[src/rtl/trap_irq_ctrl_pkg.sv]
// -----------------------------------------------------------------------------
// trap_irq_ctrl_pkg
//   Shared types and constants for the trap/interrupt controller:
//   - trap_state_e : controller FSM states
//   - CAUSE_ECALL_M: mcause code for an environment call from M-mode
//   - irq_flag_bit : position of the interrupt flag inside mcause
//   - idx_width    : width of an interrupt index for a given source count
// -----------------------------------------------------------------------------
package trap_irq_ctrl_pkg;

  typedef enum logic [1:0] {
    IDLE    = 2'd0,
    TAKE    = 2'd1,
    IN_TRAP = 2'd2,
    RET     = 2'd3
  } trap_state_e;

  localparam int CAUSE_ECALL_M = 11;

  // The interrupt flag lives in the MSB of mcause.
  function automatic int irq_flag_bit(input int xlen);
    return xlen - 1;
  endfunction

  // A single source still needs a 1-bit index so vectors never collapse to zero width.
  function automatic int idx_width(input int num_irq);
    return (num_irq > 1) ? $clog2(num_irq) : 1;
  endfunction

endpackage

[src/rtl/trap_irq_ctrl_if.sv]
// -----------------------------------------------------------------------------
// trap_irq_ctrl_if
//   Bundle between the core (master) and the trap/interrupt controller (slave).
//   master drives : irq_in, ecall, trap_ret, commit_ok, cur_pc,
//                   ie_we/ie_din, mtvec_we/mtvec_din
//   slave drives  : trapping, trigger_trap, trigger_trap_ret, trap_pc,
//                   mepc, mcause, ip, ie, trap_err
// -----------------------------------------------------------------------------
interface trap_irq_ctrl_if #(
  parameter int XLEN    = 32,
  parameter int NUM_IRQ = 8
);

  logic [NUM_IRQ-1:0] irq_in;
  logic               ecall;
  logic               trap_ret;
  logic               commit_ok;
  logic [XLEN-1:0]    cur_pc;
  logic               ie_we;
  logic [NUM_IRQ-1:0] ie_din;
  logic               mtvec_we;
  logic [XLEN-1:0]    mtvec_din;

  logic               trapping;
  logic               trigger_trap;
  logic               trigger_trap_ret;
  logic [XLEN-1:0]    trap_pc;
  logic [XLEN-1:0]    mepc;
  logic [XLEN-1:0]    mcause;
  logic [NUM_IRQ-1:0] ip;
  logic [NUM_IRQ-1:0] ie;
  logic               trap_err;

  modport master (
    output irq_in, ecall, trap_ret, commit_ok, cur_pc,
           ie_we, ie_din, mtvec_we, mtvec_din,
    input  trapping, trigger_trap, trigger_trap_ret, trap_pc,
           mepc, mcause, ip, ie, trap_err
  );

  modport slave (
    input  irq_in, ecall, trap_ret, commit_ok, cur_pc,
           ie_we, ie_din, mtvec_we, mtvec_din,
    output trapping, trigger_trap, trigger_trap_ret, trap_pc,
           mepc, mcause, ip, ie, trap_err
  );

endinterface

[src/rtl/trap_irq_ctrl_irq_pending.sv]
// -----------------------------------------------------------------------------
// trap_irq_ctrl_irq_pending
//   Pending bit for one interrupt source.
//   EDGE=0 : level source, ip follows irq one cycle later; clr has no effect.
//   EDGE=1 : rising-edge source, ip is set on a 0->1 of irq and held until
//            clr (the source is being taken); a new edge wins over clr.
// Ports
//   clk, Rst : clock, synchronous active-high reset
//   irq      : raw request, already synchronous to clk
//   clr      : take of this source
//   ip       : pending bit
// -----------------------------------------------------------------------------
module trap_irq_ctrl_irq_pending #(
  parameter bit EDGE = 1'b0
) (
  input  logic clk,
  input  logic Rst,
  input  logic irq,
  input  logic clr,
  output logic ip
);

  if (EDGE) begin : g_edge
    logic irq_prev;

    // NOTE: state is updated with non-blocking assignments so every flop
    // samples pre-edge values regardless of statement order.
    always_ff @(posedge clk) begin
      if (Rst) begin
        irq_prev <= 1'b0;
        ip       <= 1'b0;
      end else begin
        irq_prev <= irq;
        if (irq && !irq_prev) begin
          ip <= 1'b1;
        end else if (clr) begin
          ip <= 1'b0;
        end
      end
    end
  end else begin : g_level
    logic unused_clr;
    assign unused_clr = clr;

    always_ff @(posedge clk) begin
      if (Rst) begin
        ip <= 1'b0;
      end else begin
        ip <= irq;
      end
    end
  end

endmodule

[src/rtl/trap_irq_ctrl.sv]
// -----------------------------------------------------------------------------
// trap_irq_ctrl
//   Trap/interrupt controller for the Mini-RISC-V core. Arbitrates ecall
//   (highest priority) against NUM_IRQ external sources (lowest index wins),
//   captures mepc/mcause on take, and issues one-cycle trigger_trap /
//   trigger_trap_ret pulses with the redirect PC in trap_pc.
// Ports
//   clk  : system clock
//   Rst  : synchronous active-high reset (aborts any trap in progress)
//   bus  : trap_irq_ctrl_if.slave (request inputs, CSR writes, trap outputs)
// -----------------------------------------------------------------------------
module trap_irq_ctrl
  import trap_irq_ctrl_pkg::*;
#(
  parameter int               XLEN      = 32,
  parameter int               NUM_IRQ   = 8,
  parameter logic [NUM_IRQ-1:0] EDGE_MASK = '0,
  parameter bit               VECTORED  = 1'b1,
  parameter logic [XLEN-1:0]  RESET_VEC = '0
) (
  input logic           clk,
  input logic           Rst,
  trap_irq_ctrl_if.slave bus
);

  localparam int IDX_W = idx_width(NUM_IRQ);
  localparam int FLAG  = irq_flag_bit(XLEN);

  trap_state_e        state, state_next;

  logic [NUM_IRQ-1:0] ip_q;
  logic [NUM_IRQ-1:0] ie_q;
  logic [NUM_IRQ-1:0] clr;
  logic [NUM_IRQ-1:0] active;
  logic               irq_hit;
  logic [IDX_W-1:0]   irq_idx;
  logic               take;
  logic               take_irq;

  logic [XLEN-1:0]    mtvec_q;
  logic [XLEN-1:0]    mepc_q;
  logic [XLEN-1:0]    mcause_q;
  logic               trap_err_q;
  logic               taken_irq_q;
  logic [IDX_W-1:0]   taken_idx_q;

  logic               trapping;
  logic               trigger_trap;
  logic               trigger_trap_ret;
  logic [XLEN-1:0]    trap_pc;
  logic [XLEN-1:0]    irq_cause;
  logic [XLEN-1:0]    vec_offset;

  // ---------------------------------------------------------------------------
  // Per-source pending capture
  // ---------------------------------------------------------------------------
  for (genvar k = 0; k < NUM_IRQ; k++) begin : g_src
    assign clr[k] = take_irq && (irq_idx == IDX_W'(k));

    trap_irq_ctrl_irq_pending #(
      .EDGE (EDGE_MASK[k])
    ) u_pending (
      .clk (clk),
      .Rst (Rst),
      .irq (bus.irq_in[k]),
      .clr (clr[k]),
      .ip  (ip_q[k])
    );
  end

  // ---------------------------------------------------------------------------
  // Priority encoder: registered ie, so an ie write this cycle affects the next.
  // Scanning downwards leaves the lowest enabled pending index in irq_idx.
  // ---------------------------------------------------------------------------
  assign active = ip_q & ie_q;

  // NOTE: every signal written in an always_comb gets a default first so no
  // path through the block can leave it unassigned and infer a latch.
  always_comb begin
    irq_hit = 1'b0;
    irq_idx = '0;
    for (int k = NUM_IRQ - 1; k >= 0; k--) begin
      if (active[k]) begin
        irq_hit = 1'b1;
        irq_idx = IDX_W'(k);
      end
    end
  end

  // Take is decided in IDLE; the pulse appears in TAKE, one cycle later.
  assign take     = (state == IDLE) && bus.commit_ok && (bus.ecall || irq_hit);
  assign take_irq = take && !bus.ecall;

  assign irq_cause  = {1'b1, {(FLAG - IDX_W){1'b0}}, irq_idx};
  assign vec_offset = {{(XLEN - IDX_W - 2){1'b0}}, taken_idx_q, 2'b00};

  // ---------------------------------------------------------------------------
  // FSM
  // ---------------------------------------------------------------------------
  always_ff @(posedge clk) begin
    if (Rst) begin
      state <= IDLE;
    end else begin
      state <= state_next;
    end
  end

  always_comb begin
    state_next       = state;
    trapping         = 1'b0;
    trigger_trap     = 1'b0;
    trigger_trap_ret = 1'b0;
    trap_pc          = '0;
    unique case (state)
      IDLE: begin
        if (take) begin
          state_next = TAKE;
        end
      end
      TAKE: begin
        trigger_trap = 1'b1;
        trapping     = 1'b1;
        trap_pc      = (VECTORED && taken_irq_q) ? (mtvec_q + vec_offset) : mtvec_q;
        state_next   = IN_TRAP;
      end
      IN_TRAP: begin
        trapping = 1'b1;
        if (bus.trap_ret) begin
          state_next = RET;
        end
      end
      RET: begin
        trigger_trap_ret = 1'b1;
        trap_pc          = mepc_q;
        state_next       = IDLE;
      end
      default: state_next = IDLE;
    endcase
  end

  // ---------------------------------------------------------------------------
  // CSR-side registers and captured trap state
  // ---------------------------------------------------------------------------
  always_ff @(posedge clk) begin
    if (Rst) begin
      ie_q        <= '0;
      mtvec_q     <= RESET_VEC;
      mepc_q      <= '0;
      mcause_q    <= '0;
      trap_err_q  <= 1'b0;
      taken_irq_q <= 1'b0;
      taken_idx_q <= '0;
    end else begin
      if (bus.ie_we) begin
        ie_q <= bus.ie_din;
      end
      if (bus.mtvec_we) begin
        // mtvec is word aligned; the mode bits are not stored.
        mtvec_q <= bus.mtvec_din & ~XLEN'(3);
      end
      if (take) begin
        mepc_q      <= bus.cur_pc;
        mcause_q    <= bus.ecall ? XLEN'(CAUSE_ECALL_M) : irq_cause;
        taken_irq_q <= !bus.ecall;
        taken_idx_q <= irq_idx;
      end
      // No nesting: an ecall inside the handler is only flagged.
      if ((state == IN_TRAP) && bus.ecall) begin
        trap_err_q <= 1'b1;
      end
    end
  end

  assign bus.trapping         = trapping;
  assign bus.trigger_trap     = trigger_trap;
  assign bus.trigger_trap_ret = trigger_trap_ret;
  assign bus.trap_pc          = trap_pc;
  assign bus.mepc             = mepc_q;
  assign bus.mcause           = mcause_q;
  assign bus.ip               = ip_q;
  assign bus.ie               = ie_q;
  assign bus.trap_err         = trap_err_q;

endmodule

[src/flat_wrapper.sv]
// flat-port wrapper written by rule: the top's interface ports become plain ports
module trap_irq_ctrl_flat import trap_irq_ctrl_pkg::*;
#(
  parameter int               XLEN      = 32,
  parameter int               NUM_IRQ   = 8,
  parameter logic [NUM_IRQ-1:0] EDGE_MASK = '0,
  parameter bit               VECTORED  = 1'b1,
  parameter logic [XLEN-1:0]  RESET_VEC = '0
)
  (clk, Rst, bus_irq_in, bus_ecall, bus_trap_ret, bus_commit_ok, bus_cur_pc, bus_ie_we, bus_ie_din, bus_mtvec_we, bus_mtvec_din, bus_trapping, bus_trigger_trap, bus_trigger_trap_ret, bus_trap_pc, bus_mepc, bus_mcause, bus_ip, bus_ie, bus_trap_err);
  trap_irq_ctrl_if #(.XLEN(XLEN), .NUM_IRQ(NUM_IRQ)) bus_i ();
  input logic clk;
  input logic Rst;
  input wire logic [$bits(bus_i.irq_in)-1:0] bus_irq_in;
  input wire logic [$bits(bus_i.ecall)-1:0] bus_ecall;
  input wire logic [$bits(bus_i.trap_ret)-1:0] bus_trap_ret;
  input wire logic [$bits(bus_i.commit_ok)-1:0] bus_commit_ok;
  input wire logic [$bits(bus_i.cur_pc)-1:0] bus_cur_pc;
  input wire logic [$bits(bus_i.ie_we)-1:0] bus_ie_we;
  input wire logic [$bits(bus_i.ie_din)-1:0] bus_ie_din;
  input wire logic [$bits(bus_i.mtvec_we)-1:0] bus_mtvec_we;
  input wire logic [$bits(bus_i.mtvec_din)-1:0] bus_mtvec_din;
  output wire logic [$bits(bus_i.trapping)-1:0] bus_trapping;
  output wire logic [$bits(bus_i.trigger_trap)-1:0] bus_trigger_trap;
  output wire logic [$bits(bus_i.trigger_trap_ret)-1:0] bus_trigger_trap_ret;
  output wire logic [$bits(bus_i.trap_pc)-1:0] bus_trap_pc;
  output wire logic [$bits(bus_i.mepc)-1:0] bus_mepc;
  output wire logic [$bits(bus_i.mcause)-1:0] bus_mcause;
  output wire logic [$bits(bus_i.ip)-1:0] bus_ip;
  output wire logic [$bits(bus_i.ie)-1:0] bus_ie;
  output wire logic [$bits(bus_i.trap_err)-1:0] bus_trap_err;
  assign bus_i.irq_in = bus_irq_in;
  assign bus_i.ecall = bus_ecall;
  assign bus_i.trap_ret = bus_trap_ret;
  assign bus_i.commit_ok = bus_commit_ok;
  assign bus_i.cur_pc = bus_cur_pc;
  assign bus_i.ie_we = bus_ie_we;
  assign bus_i.ie_din = bus_ie_din;
  assign bus_i.mtvec_we = bus_mtvec_we;
  assign bus_i.mtvec_din = bus_mtvec_din;
  assign bus_trapping = bus_i.trapping;
  assign bus_trigger_trap = bus_i.trigger_trap;
  assign bus_trigger_trap_ret = bus_i.trigger_trap_ret;
  assign bus_trap_pc = bus_i.trap_pc;
  assign bus_mepc = bus_i.mepc;
  assign bus_mcause = bus_i.mcause;
  assign bus_ip = bus_i.ip;
  assign bus_ie = bus_i.ie;
  assign bus_trap_err = bus_i.trap_err;
  trap_irq_ctrl #(.XLEN(XLEN), .NUM_IRQ(NUM_IRQ), .EDGE_MASK(EDGE_MASK), .VECTORED(VECTORED), .RESET_VEC(RESET_VEC)) u_core (.clk(clk), .Rst(Rst), .bus(bus_i));
endmodule
[config.mk]
export PLATFORM = sky130hd
export DESIGN_NAME = trap_irq_ctrl_flat
export DESIGN_NICKNAME = d
export VERILOG_FILES = /design/src/rtl/trap_irq_ctrl_pkg.sv /design/src/rtl/trap_irq_ctrl_if.sv /design/src/rtl/trap_irq_ctrl_irq_pending.sv /design/src/rtl/trap_irq_ctrl.sv /design/src/flat_wrapper.sv
export SDC_FILE = /design/constraint.sdc
export NUM_CORES = 1
export LEC_CHECK = 0
export ABC_AREA = 1
export CORE_MARGIN = 8
export CORE_UTILIZATION = 30
export CTS_CLUSTER_DIAMETER = 60
export CTS_CLUSTER_SIZE = 28
export DETAILED_ROUTE_END_ITERATION = 12
export PLACE_DENSITY_LB_ADDON = 0.25
export SLEW_MARGIN = 5
export SYNTH_ARGS = -nofsm -noshare
export SYNTH_HDL_FRONTEND = slang
export SYNTH_HIERARCHICAL = 1
export SYNTH_SLANG_ARGS = --single-unit
[constraint.sdc]
create_clock -name clk -period 2.35 [get_ports clk]
set_input_delay 0.235 -clock clk [delete_from_list [all_inputs] [get_ports clk]]
set_output_delay 0.235 -clock clk [all_outputs]
set_load 0.01 [all_outputs]
==> run summary <==
The flow ran to the end, but the final reports show violations. The checks that failed: setup timing. The worst stage delay on the critical path is 360 ps.

The remaining routing DRC violations came out at 0. The number of global-route vias before repair came to 4775. The largest individual stage delay along the critical path comes from the cell sky130_fd_sc_hd__fa_2. The net count reported at finish came out at 998. The number of max-slew violations in the final report came out at 0. Counting both buffers and inverters, the worst setup path holds a total of 4. The source-to-sink clock delay at the later pin of the worst-skew pair came out at 340 ps. The kind of end point of the critical path is a primary output. Setup violations remaining at the end of the flow were counted as 7.

The finished cells cover 0.007274 mm^2. Summing all placed instances gives a cell area of 0.006709 mm^2. The starting density of the core is 30.31%.

The cell repeated most along the worst path is sky130_fd_sc_hd__nand2_2. The average detailed-routed wire length per instance came out at 15.28 um. In this run the horizontal extent of the chip is 141.8 um. The worst hold margin came out at 416.3 ps. The die outline area came out at 0.02010 mm^2. In the routed layout, each cell is associated on average with a via count of 4.466. The type of the most critical hold path is input pin to flip-flop.

The gate count after technology mapping is 710. For this run, the detailed router's first-pass iteration total came to 4. Setup repair after global routing could not meet its margin everywhere.

The height of the chip is 141.8 um. The global route total overflow came out at 0. No sink is reached through more buffers than the 2 on the longest clock path. STA classifies the critical path startpoint as a flip-flop. The synthesized area per cell is 6.682 um^2. The highest clock rate came out at 402.1 MHz. The area growth from synthesis to layout is 53.32%.

In this run the count of I/O pins placed on the die edge is 203. The total number of clock tree sinks is 89. In this run the standard cell core region covers 0.01566 mm^2.

The overall fraction of global-route tracks in use is 17.05%. STA puts the critical path data arrival time at 2250 ps. The initial antenna violation count came out at 0. Cells fill 46.47% of the core in the end. The count of port buffers added during placement is 173. The first global-routing pass estimated 26630 um of wire.

TritonCTS created 9 clock buffers. The number of standard-cell rows in the floorplan is 46. The buffer type at the clock tree root is sky130_fd_sc_hd__clkbuf_16. The count of antenna diodes in the layout is 0.

The count of filler cells inserted in the layout came out at 1626. The pin count of the biggest net entering global routing is 51. The total via count after detailed routing is 5011.

The required time reported for the critical path endpoint is 2120 ps. The clock skew is 6.826 ps. IR analysis of the VDD net gives a maximum drop of 0.0003439 V. After clock tree synthesis, the clock-pin slew on the worst setup and hold paths is 70 ps. The number of max-capacitance violations reported is 0.

Routability-driven placement finished with a final weighted congestion of 0.8331. The count of final hold-check violations came to 0. The CTS tree is yes. The Yosys warning count is 6.

Once routing completed, OpenROAD measured the worst setup slack at -136.9 ps. The post-DP HPWL came out at 12960 um. Wires add up to 17150 um. The startpoint-to-endpoint class of the critical path is flip-flop to primary output. The area of the mapped netlist came out at 0.004745 mm^2. The maximum level of the CTS H-tree came out at 3. The share of cells above drive strength 1 is 15.67%. In this run the remaining antenna-violating nets after routing total 0. The routed design could run at a clock period as short as 2487 ps. The largest fanout of any net on the critical path came out at 3. The count of routing violations after the opening detailed-route iteration came out at 310.

The kind of cell with the highest combined delay along the critical path is simple AND/OR/NAND/NOR gates. Summed over all cells, the static leakage comes to 0.003194 uW. Traced cell by cell, the critical path runs through ha_4 -> fa_2 -> nand2_2 -> nand2_2 -> nand2_4 -> inv_4 -> nand2_4 -> nor2_4 -> buf_6 -> buf_6 -> nand3_2 -> nand2_2 -> nand3_2 -> nand2_1 -> buf_2. The share of the cycle needed by the critical path after routing is 105.8%. The power per cell area is 757.4 mW/mm^2.
placed cells by master, fill, tap and decap left out, drive strengths merged, types with 27 or more instances in the layout:
master,n
nor2,157
nand2,146
clkdlybuf4s50,143
o21ai,100
dfxtp,89
inv,61
buf,53
nand3,37
a21oi,34
conb,27
path summary, 6_finish.rpt:
path / endpoint / startpoint / slack, ps / depth (start not counted)
setup / recovery: bus_trap_pc[24] / u_core/taken_idx_q[0] / -140 / 15
hold / removal: u_core/g_src[0].u_pending/ip / bus_irq_in[0] / 420 / 3
setup reg to reg: u_core/state[1] / u_core/state[0] / 630 / 9
hold reg to reg: u_core/bus.mcause[2] / u_core/bus.mcause[2] / 470 / 2
registers in the layout, indices dropped and copies added, names as in the netlist:
register                   count
u_core/state                   2
u_core/bus.ie                  8
u_core/g_src.u_pending/ip      8
u_core/bus.mcause              5
u_core/bus.trap_err            1
u_core/mtvec_q                30
u_core/taken_idx_q             3
u_core/bus.mepc               32
routing by layer:
layer / wire, um / global-route usage (%) / up-vias
met2: 7891 / 27.16 / 153
met4: 323 / 6.162 / 0
li1: - / - / 2598
met1: 7570 / 21.29 / 2240
met3: 1364 / 5.175 / 20
met5: 0 / 0 / -
worst reg2reg max path, cell delays in order, from the launching register on:
cell                      delay [ps]
sky130_fd_sc_hd__dfxtp_1         390
sky130_fd_sc_hd__inv_1           100
sky130_fd_sc_hd__ha_1            220
sky130_fd_sc_hd__nand2_1          80
sky130_fd_sc_hd__inv_1            80
sky130_fd_sc_hd__nand2_2         190
sky130_fd_sc_hd__buf_4           270
sky130_fd_sc_hd__nand2_2         100
sky130_fd_sc_hd__a21oi_1         130
sky130_fd_sc_hd__nor2_1           60
power by group:
part	leakage [uW]	switching, uW	internal, uW	total, uW
combinational	0.00228	936	874	1810
sequential	0.000739	199	1740	1940
clock	0.000173	614	1140	1760
final cells by class:
class                           instances  area, um^2  area share [%]
Multi-Input combinational cell        530        2596           35.69
Clock inverter                          5       128.9           1.772
Clock buffer                           10       229.0           3.148
Sequential cell                        89        1793           24.65
Timing Repair Buffer                  211        2026           27.85
Tap cell                              216       270.3           3.715
Inverter                               61       231.5           3.182
through the flow:
step	total power, uW	cells	setup TNS [ps]	worst slack (ps)
after floorplan	2848	736	0	459.6
after global placement	3798	1093	-766.3	-124.7
after detailed placement	3813	1093	-1133	-147.7
after CTS	5541	1117	-699.6	-176.3
after global routing	5828	1122	-1557	-227.3
final	5510	1122	-446.0	-136.9
what timing repair did:
item,in CTS,in global routing
hold buffers,0,0
hold endpoints to repair,0,0
pin swaps,6,20
resized for setup,97,48
setup buffers,9,6
endpoints found under the setup margin,29,27
No activity file was read; power rests on OpenSTA's default activity.
